## src/rtl/dp_ctrl_pkg.sv

```systemverilog
// Shared constants and FSM state encoding for the datapath control blocks.
package dp_ctrl_pkg;

  localparam int MNO_DEF     = 288;
  localparam int MAX_OUT_DEF = 4;

  typedef enum logic [2:0] {
    IDLE,
    CLR,
    LOAD,
    ISSUE,
    DRAIN,
    DONE
  } state_e;

endpackage

```

## src/rtl/fil_dispatch_seq_if.sv

```systemverilog
// Filter command / result handshake between the dispatcher and the datapath.
interface fil_dispatch_seq_if
  import dp_ctrl_pkg::*;
#(
  parameter int CW = $clog2(MNO_DEF) + 1
) ();

  logic          fil_valid;
  logic          fil_ready;
  logic [CW-1:0] fil_idx;
  logic          res_valid;

  modport master (output fil_valid, fil_idx, input fil_ready, res_valid);
  modport slave  (input fil_valid, fil_idx, output fil_ready, res_valid);

endinterface

```

## src/rtl/fil_credit_cnt.sv

```systemverilog
// Up/down count of filter commands issued but not yet answered by the datapath.
module fil_credit_cnt #(
  parameter int  MAX_OUT = 4,
  localparam int OW      = $clog2(MAX_OUT + 1)
) (
  input  logic clk,
  input  logic rst_n,
  input  logic clr_i,
  input  logic inc_i,
  input  logic dec_i,
  output logic full_o,
  output logic empty_o
);

  logic [OW-1:0] cnt_q, cnt_d;

  // NOTE: default assignment first so every path assigns cnt_d and no latch is inferred.
  always_comb begin
    cnt_d = cnt_q;
    if (clr_i)               cnt_d = '0;
    else if (inc_i && !dec_i) cnt_d = cnt_q + 1'b1;
    else if (dec_i && !inc_i) cnt_d = cnt_q - 1'b1;
  end

  // full reflects the count being loaded this cycle, so a registered valid can drop in time.
  assign full_o  = (cnt_d == OW'(MAX_OUT));
  assign empty_o = (cnt_q == '0);

  // NOTE: sequential state uses non-blocking assignments only.
  always_ff @(posedge clk or negedge rst_n) begin
    if (!rst_n) cnt_q <= '0;
    else        cnt_q <= cnt_d;
  end

endmodule

```

## src/rtl/fil_dispatch_seq.sv

```systemverilog
// Layer sequencer: clears/loads the done counter, then issues filter commands under a credit limit.
module fil_dispatch_seq
  import dp_ctrl_pkg::*;
#(
  parameter int  MNO     = MNO_DEF,
  parameter int  MAX_OUT = MAX_OUT_DEF,
  localparam int CW      = $clog2(MNO) + 1
) (
  input  logic               clk,
  input  logic               rst_n,
  input  logic               start,
  input  logic [CW-1:0]      num_fil,
  input  logic               abort,
  output logic               cnt_clear,
  output logic               cnt_load,
  output logic [CW-1:0]      cnt_max,
  output logic               busy,
  output logic               layer_done,
  output logic               err,
  fil_dispatch_seq_if.master dp
);

  state_e        state_q;
  logic [CW-1:0] num_q, issued_q, returned_q;
  logic          fil_valid_q, cnt_clear_q, cnt_load_q, busy_q, layer_done_q, err_q;
  logic          xfer, res_ok, res_bad, credit_clr, full, empty, num_legal;

  assign xfer       = fil_valid_q && dp.fil_ready;
  assign res_ok     = dp.res_valid && !empty;
  assign res_bad    = dp.res_valid && empty;
  assign credit_clr = abort && (state_q != IDLE);
  assign num_legal  = (num_fil != '0) && (num_fil <= CW'(MNO));

  fil_credit_cnt #(.MAX_OUT(MAX_OUT)) u_credit (
    .clk     (clk),
    .rst_n   (rst_n),
    .clr_i   (credit_clr),
    .inc_i   (xfer),
    .dec_i   (res_ok),
    .full_o  (full),
    .empty_o (empty)
  );

  // NOTE: only control registers are reset here; no memories are involved.
  always_ff @(posedge clk or negedge rst_n) begin
    if (!rst_n) begin
      state_q      <= IDLE;
      num_q        <= '0;
      issued_q     <= '0;
      returned_q   <= '0;
      fil_valid_q  <= 1'b0;
      cnt_clear_q  <= 1'b0;
      cnt_load_q   <= 1'b0;
      busy_q       <= 1'b0;
      layer_done_q <= 1'b0;
      err_q        <= 1'b0;
    end else begin
      cnt_clear_q  <= 1'b0;
      cnt_load_q   <= 1'b0;
      layer_done_q <= 1'b0;
      err_q        <= res_bad;
      if (credit_clr) begin
        state_q     <= IDLE;
        busy_q      <= 1'b0;
        fil_valid_q <= 1'b0;
        cnt_clear_q <= 1'b1;
        issued_q    <= '0;
        returned_q  <= '0;
      end else begin
        unique case (state_q)
          IDLE: begin
            if (start && !abort) begin
              if (num_legal) begin
                state_q     <= CLR;
                busy_q      <= 1'b1;
                num_q       <= num_fil;
                issued_q    <= '0;
                returned_q  <= '0;
                cnt_clear_q <= 1'b1;
              end else begin
                err_q <= 1'b1;
              end
            end
          end
          CLR: begin
            state_q    <= LOAD;
            cnt_load_q <= 1'b1;
          end
          LOAD: begin
            state_q     <= ISSUE;
            fil_valid_q <= 1'b1;
          end
          ISSUE: begin
            if (res_ok) returned_q <= returned_q + 1'b1;
            if (xfer) issued_q <= issued_q + 1'b1;
            // Valid never drops without a transfer: the credit count can only fall while waiting.
            if (xfer && (issued_q == num_q - 1'b1)) begin
              state_q     <= DRAIN;
              fil_valid_q <= 1'b0;
            end else begin
              fil_valid_q <= !full;
            end
          end
          DRAIN: begin
            if (res_ok) begin
              returned_q <= returned_q + 1'b1;
              if (returned_q == num_q - 1'b1) begin
                state_q      <= DONE;
                layer_done_q <= 1'b1;
              end
            end
          end
          DONE: begin
            state_q    <= IDLE;
            busy_q     <= 1'b0;
            issued_q   <= '0;
            returned_q <= '0;
          end
          default: begin
            state_q <= IDLE;
            busy_q  <= 1'b0;
          end
        endcase
      end
    end
  end

  assign dp.fil_valid = fil_valid_q;
  assign dp.fil_idx   = issued_q;
  assign cnt_clear    = cnt_clear_q;
  assign cnt_load     = cnt_load_q;
  assign cnt_max      = num_q;
  assign busy         = busy_q;
  assign layer_done   = layer_done_q;
  assign err          = err_q;

endmodule
```

## src/flat_wrapper.sv

```systemverilog
// flat-port wrapper written by rule: the top's interface ports become plain ports
module fil_dispatch_seq_flat import dp_ctrl_pkg::*;
#(
  parameter int  MNO     = MNO_DEF,
  parameter int  MAX_OUT = MAX_OUT_DEF,
  localparam int CW      = $clog2(MNO) + 1
)
  (clk, rst_n, start, num_fil, abort, cnt_clear, cnt_load, cnt_max, busy, layer_done, err, dp_fil_valid, dp_fil_idx, dp_fil_ready, dp_res_valid);
  fil_dispatch_seq_if dp_i ();
  input  logic clk;
  input  logic rst_n;
  input  logic start;
  input  logic [CW-1:0] num_fil;
  input  logic abort;
  output logic cnt_clear;
  output logic cnt_load;
  output logic [CW-1:0] cnt_max;
  output logic busy;
  output logic layer_done;
  output logic err;
  output wire logic [$bits(dp_i.fil_valid)-1:0] dp_fil_valid;
  output wire logic [$bits(dp_i.fil_idx)-1:0] dp_fil_idx;
  input wire logic [$bits(dp_i.fil_ready)-1:0] dp_fil_ready;
  input wire logic [$bits(dp_i.res_valid)-1:0] dp_res_valid;
  assign dp_fil_valid = dp_i.fil_valid;
  assign dp_fil_idx = dp_i.fil_idx;
  assign dp_i.fil_ready = dp_fil_ready;
  assign dp_i.res_valid = dp_res_valid;
  fil_dispatch_seq #(.MNO(MNO), .MAX_OUT(MAX_OUT)) u_core (.clk(clk), .rst_n(rst_n), .start(start), .num_fil(num_fil), .abort(abort), .cnt_clear(cnt_clear), .cnt_load(cnt_load), .cnt_max(cnt_max), .busy(busy), .layer_done(layer_done), .err(err), .dp(dp_i));
endmodule
```

## config.mk

```make
export PLATFORM = sky130hd
export DESIGN_NAME = fil_dispatch_seq_flat
export DESIGN_NICKNAME = d
export VERILOG_FILES = /design/src/rtl/dp_ctrl_pkg.sv /design/src/rtl/fil_dispatch_seq_if.sv /design/src/rtl/fil_credit_cnt.sv /design/src/rtl/fil_dispatch_seq.sv /design/src/flat_wrapper.sv
export SDC_FILE = /design/constraint.sdc
export NUM_CORES = 1
export LEC_CHECK = 0
export CAP_MARGIN = 20
export CORE_ASPECT_RATIO = 0.9
export CORE_MARGIN = 1
export CORE_UTILIZATION = 45
export DETAILED_ROUTE_END_ITERATION = 10
export PLACE_DENSITY = 0.72
export SLEW_MARGIN = 40
export SYNTH_ARGS = -nofsm -noshare
export SYNTH_HDL_FRONTEND = slang
export SYNTH_HIERARCHICAL = 1
export SYNTH_SLANG_ARGS = --single-unit
```

## constraint.sdc

```tcl
create_clock -name clk -period 2.94 [get_ports clk]
set_input_delay 0.882 -clock clk [delete_from_list [all_inputs] [get_ports clk]]
set_output_delay 0.882 -clock clk [all_outputs]
set_load 0.02 [all_outputs]
```

# --- Word-level counts from Yosys, hierarchy flattened ---
# Cells that the tools add are included.
totals:
  word_cells: 101
  output_inout_bits: 26
  reg_bits: 42
  in_bits: 16
classes:
  eq_ne: 16
  n_addsub: 5
  bitwise_logic: 1
  n_mux: 39
  magnitude_cmp: 1
  n_reduce_logical: 28
op_table:
  columns: ["cell", "count"]
  rows:
  - ["$mux 10", 6]
  - ["$pmux 10 s3", 2]
  - ["$mux 3", 9]
  - ["$add 10x1->10 const B", 2]
  - ["$eq 10x10->1", 2]
  - ["$mux 1", 19]
  - ["$ne 3x1->1 const B", 5]
  - ["$pmux 3 s5", 1]
  - ["$reduce_and 4->1", 3]
  - ["$le 10x9->1 const B", 1]
  - ["$reduce_bool 10->1", 1]
  - ["$sub 10x1->10 const B", 1]
  - ["$eq 3x3->1 const B", 3]
  - ["$logic_and 1x1->1", 9]
  - ["$reduce_bool 4->1", 2]
  - ["$eq 3x2->1 const B", 2]
  - ["$logic_not 3->1", 2]
  - ["$ne 3x2->1 const B", 2]
  - ["$reduce_bool 3->1", 2]
  - ["$logic_not 1->1", 5]
  - ["$reduce_and 5->1", 1]
  - ["$pmux 1 s2", 2]
  - ["$reduce_or 4->1", 1]
  - ["$add 3x1->3 const B", 1]
  - ["6 further kinds", 6]

# --- Longest topological paths before layout ---
# Gate-level depths: netlist of the first run.
depth:
  ltp_word: 12
  mapped_depth: 10
  mapped_depth_nobuf: 9

# --- By module ---
# Netlist of the first run, hierarchy kept.
modules_own_cells:
  columns: ["module", "cells_each", "area_per_inst_um2", "instances", "seq_area_each_um2"]
  rows:
  - ["fil_dispatch_seq", 275, 2513.7, 1, 975.9]
  - ["fil_credit_cnt", 21, 217.7, 1, 75.1]

# --- Worst setup path before layout of the first run ---
# OpenSTA, ideal clock, no wires.
synth_path:
  path_kind: "in2reg"
  from: "input port dp_res_valid"
  to: "register u_core.returned_q[9]"
  cell_stages: 7
  t_required_ns: 2.804
  t_arrival_ns: 2.452
  setup_slack_ns: 0.351
  setup_time_ns: 0.136
  path_buffers: 1
  path_cell_list: "nor2b_1 -> nor3_1 -> o311ai_1 -> o21ai_1 -> clkbuf_1 -> o41ai_1 -> a21oi_1"
synth_between:
  elab_chain_cells: 3
synth_rtl:
  columns: ["item", "line", "text"]
  rows:
  - ["start: declaration", "flat_wrapper.sv:24", "input wire logic [$bits(dp_i.res_valid)-1:0] dp_res_valid;"]
  - ["$logic_and 1x1->1", "fil_dispatch_seq.sv:29", "assign res_ok = dp.res_valid && !empty;"]
  - ["$ne 3x1->1 (no source line)", null, null]
  - ["$reduce_and 4->1 (no source line)", null, null]
  - ["end signal: assignment", "fil_dispatch_seq.sv:94", "if (res_ok) returned_q <= returned_q + 1'b1;"]
  - ["end signal: assignment", "fil_dispatch_seq.sv:106", "returned_q <= returned_q + 1'b1;"]
  - ["end: declaration", "fil_dispatch_seq.sv:24", "logic [CW-1:0] num_q, issued_q, returned_q;"]
# Every way passes these cells.
# A chain may end at the register's enable or synchronous reset.

# --- Worst setup path in the final report of the first run ---
layout_path:
  from: "input port num_fil[7]"
  to: "register u_core.issued_q[7] (netlist: u_core/dp.fil_idx[7])"
layout_between:
  elab_chain_cells: 4
  elab_cells_between_ends: 5
  classes_between: "1 x order compare; 1 x eq/ne; 3 x reduce/logical"
layout_rtl:
  columns: ["item", "line", "text"]
  rows:
  - ["start: declaration", "flat_wrapper.sv:13", "input logic [CW-1:0] num_fil;"]
  - ["$le 10x9->1 / $reduce_bool 10->1 (equally long branches)", "fil_dispatch_seq.sv:32", "assign num_legal = (num_fil != '0) && (num_fil <= CW'(MNO));"]
  - ["$logic_and 1x1->1 *", "fil_dispatch_seq.sv:32", null]
  - ["$ne 3x1->1 (no source line) *", null, null]
  - ["$reduce_and 4->1 (no source line) *", null, null]
  - ["end signal: assignment", "fil_dispatch_seq.sv:95", "if (xfer) issued_q <= issued_q + 1'b1;"]
  - ["end: declaration", "fil_dispatch_seq.sv:24", null]
# Mark *: on every way between the ends. The rest lies on a longest branch, timed or not.

==> results of run 1 <==
==> report_power, final <==
| group | total (uW) | switching [uW] | internal [uW] |
|---|---|---|---|
| logic | 867 | 441 | 427 |
| registers | 781 | 124 | 657 |
| clock network | 358 | 198 | 159 |
==> per-layer routing <==
metal	track usage [%]	wire length (um)	share of wire, %	vias up
li1	-	-	-	1195
met1	33.2	3270	47	1171
met2	36.3	3200	46	63
met3	3.59	379	5.5	7
met4	6.38	63	0.91	0
met5	0	0	0	-
==> logic make-up after synthesis <==
group | count (synthesis) | synth area share (%)
AOI/OAI and AO/OA | 72 | 17.2
xor gates and xnor gates | 29 | 10.3
adders and majority gates | 6 | 2.75
buffers and inverters | 25 | 4.40
DFF | 42 | 38.5
muxes | 10 | 4.08
and+or+nand+nor | 112 | 22.8
==> layout make-up <==
type                       instances  area (sq um)  area share, %
multi-input combinational        229          1570           45.8
sequential                        42          1050           30.7
timing repair buffer              63           586           17.1
tap                               70          87.6           2.56
clock buffer                       5          68.8           2.01
inverter                          13          48.8           1.43
clock inverter                     2          10.0          0.293
==> final timing paths <==
kind	from	to	slack, ns	depth (start not counted)
min reg2reg	u_core/busy	u_core/busy	0.54	2
max in group asynchronous	rst_n	u_core/state_q[2]	2.01	1
max	num_fil[7]	u_core/dp.fil_idx[7]	0.11	9
min in group asynchronous	rst_n	u_core/dp.fil_idx[6]	0.56	1
max reg2reg	u_core/cnt_max[1]	u_core/state_q[1]	0.27	7
min	u_core/busy	u_core/busy	0.54	2
==> worst max-delay path, delay by kind of cell <==
| family | cells | cell delay (ns) |
|---|---|---|
| buffers and inverters | 3 | 0.78 |
| and+or+nand+nor | 4 | 0.78 |
| AOI/OAI and AO/OA | 2 | 0.57 |
==> metrics by stage <==
stage	TNS [ns]	instance area [sq um]
after detailed placement	-0.771	3330
after floorplan	0	2730
after global routing	0	3420
after global placement	-0.303	3330
final	0	3420
after CTS	0	3410
==> flip-flops by register name, summed over array words and instances, names as in the netlist <==
register and flops:
u_core/busy 1, u_core/cnt_clear 1, u_core/cnt_load 1, u_core/cnt_max 10, u_core/dp.fil_idx 10, u_core/dp.fil_valid 1
u_core/err 1, u_core/layer_done 1, u_core/returned_q 10, u_core/state_q 3, u_core/u_credit/cnt_q 3
==> what timing repair did <==
action / in CTS / in global routing
endpoints found under the setup margin: 0 / 2
resized for setup: 0 / 2
hold buffers: 0 / 0
endpoints found under the hold margin: 0 / 0
==> cells in the final DEF, fill, tap and decap left out, types with 3 or more instances in the layout <==
master	instances
a21oi_1	18
nand3_1	14
or4_1	4
nor2b_1	6
nor2_1	25
xnor2_1	14
o21ai_0	19
nor4_1	4
o31ai_1	8
nor3b_1	3
ha_1	6
inv_1	11
nand2_1	27
clkbuf_8	5
and2_1	3
a31oi_1	3
or3_1	4
mux2_2	9
o41ai_1	3
buf_4	22
nor3_1	5
dfrtp_1	42
xor2_1	13
clkdlybuf4s50_1	40
==> flow_summary.json, run 1 <==
{
  "status": "finished, violations left",
  "violations": "DRC",
  "num_vias": 2436,
  "layout-drive-gt1-share_pct": 15.0,
  "overflow": 0,
  "grt_pass1_wl_mm": 11.6,
  "drt_iter0_drc": 178,
  "period_share_pct": 96.2,
  "areaGrowthSynthToFinish_pct": 25.1,
  "die-width_um": 84.1,
  "synth_commonest_cells": "42 x dfrtp_1, 27 x nand2_1, 25 x nor2_1",
  "worst_pin_slew_ns": 0.528,
  "path_cells": "clkdlybuf4s50_1 -> nor4_1 -> and3_1 -> nor4b_2 -> buf_4 -> a21oi_1 -> buf_4 -> nor2_1 -> a2111oi_1",
  "post-cts-setup-buffer-count": 0,
  "drt-total-wl_mm": 6.92,
  "fin_util_pct": 59.4,
  "grt_usage_pct": 23.1,
  "core_area_sq_um": 5760,
  "dr.pass1.iters": 8,
  "n_antenna_cell": 0,
  "io_pins": 42,
  "crit_slowest_cell": "clkdlybuf4s50_1",
  "cts_tree": "done",
  "yosys_warnings": 6,
  "cp-start-kind": "primary input",
  "die_area_sq_um": 6390,
  "synthCells": 296,
  "slew_headroom_pct": 64.8,
  "whs_ns": 0.544,
  "cts.sinks": 42,
  "antenna_found_initial": 0,
  "grt_pass1_vias": 2298,
  "stdcell_count": 424,
  "rsz0062_at_grt": "false",
  "ys.flop_type": "dfrtp_1",
  "synthArstFlopShare_pct": 100,
  "synth_seq_cells": 42,
  "place_ws_ns": -0.159,
  "wl_per_cell_um": 16.3,
  "synth.most_common_cell": "dfrtp_1",
  "worstPathArrival_ns": 2.99,
  "cellLeakagePower_uw": 0.00140,
  "clock_path_buffers": 2,
  "yosys.area.top_type": "dfrtp_1",
  "place_inst": 417,
  "syn-num-nets": 318,
  "end_kind": "flip-flop",
  "setup_viol": 0,
  "place.gp.congestion": 0.926,
  "cts_made_buffers": 5,
  "cp_common_cell": "buf_4",
  "setup_slack_ns": 0.113,
  "synth_edf_count": 0,
  "io_buffers": 41,
  "crit_type": "in2reg",
  "synth.area.top_cells": "dfrtp_1 38%, xnor2_1 4.5%, xor2_1 4.2%, mux2_2 3.7%, nand2_1 3.7%",
  "htree_levels": 2,
  "critPathMaxStageDelay_ns": 0.43,
  "grt_max_degree": 43,
  "synth_cell_type_count": 58,
  "yosys.area.top_type_share_pct": 38.5,
  "p_per_area_nw_per_um2": 587,
  "avgSynthCellArea_sq_um": 9.23,
  "clk-insertion-delay-late_ns": 0.30,
  "layout_min_cycle_time_ns": 2.83,
  "start_util_pct": 47.4,
  "syn_area_sq_um": 2730,
  "clock-root-buffer": "clkbuf_8",
  "drtAntennaViolNets": 0,
  "place_hpwl_mm": 5.20,
  "clk_pin_slew_ns": 0.08,
  "hold_violations": 0,
  "ir_drop_mv": 0.480,
  "power_uw": 2010,
  "fp-row-count": 26,
  "die_h_um": 75.9,
  "min_path_type": "reg2reg",
  "yosysSeqAreaShare_pct": 38.5,
  "fmax_ghz": 0.354,
  "routed_via_density": 5.75,
  "fin_nets": 376,
  "fin_skew_ns": 0.00590,
  "slew_violations": 0,
  "nFillCells": 516,
  "critPathRequiredTime_ns": 3.11,
  "max_cap_violations": 0,
  "drc_errors": 10,
  "critical_path.max_fanout": 10
}
(Power assumes the default switching activity.)
==> inputs of run 2 (changes only) <==
--- a/config.mk
+++ b/config.mk
@@ -9,7 +9,9 @@
 export CORE_ASPECT_RATIO = 0.9
 export CORE_MARGIN = 1
 export CORE_UTILIZATION = 45
+export CTS_CLUSTER_DIAMETER = 200
 export DETAILED_ROUTE_END_ITERATION = 10
+export GPL_ROUTABILITY_DRIVEN = 0
 export PLACE_DENSITY = 0.72
 export SLEW_MARGIN = 40
 export SYNTH_ARGS = -nofsm -noshare
==> results of run 2 <==
No change in the layout: final DEF, timing and power equal those of run 1.
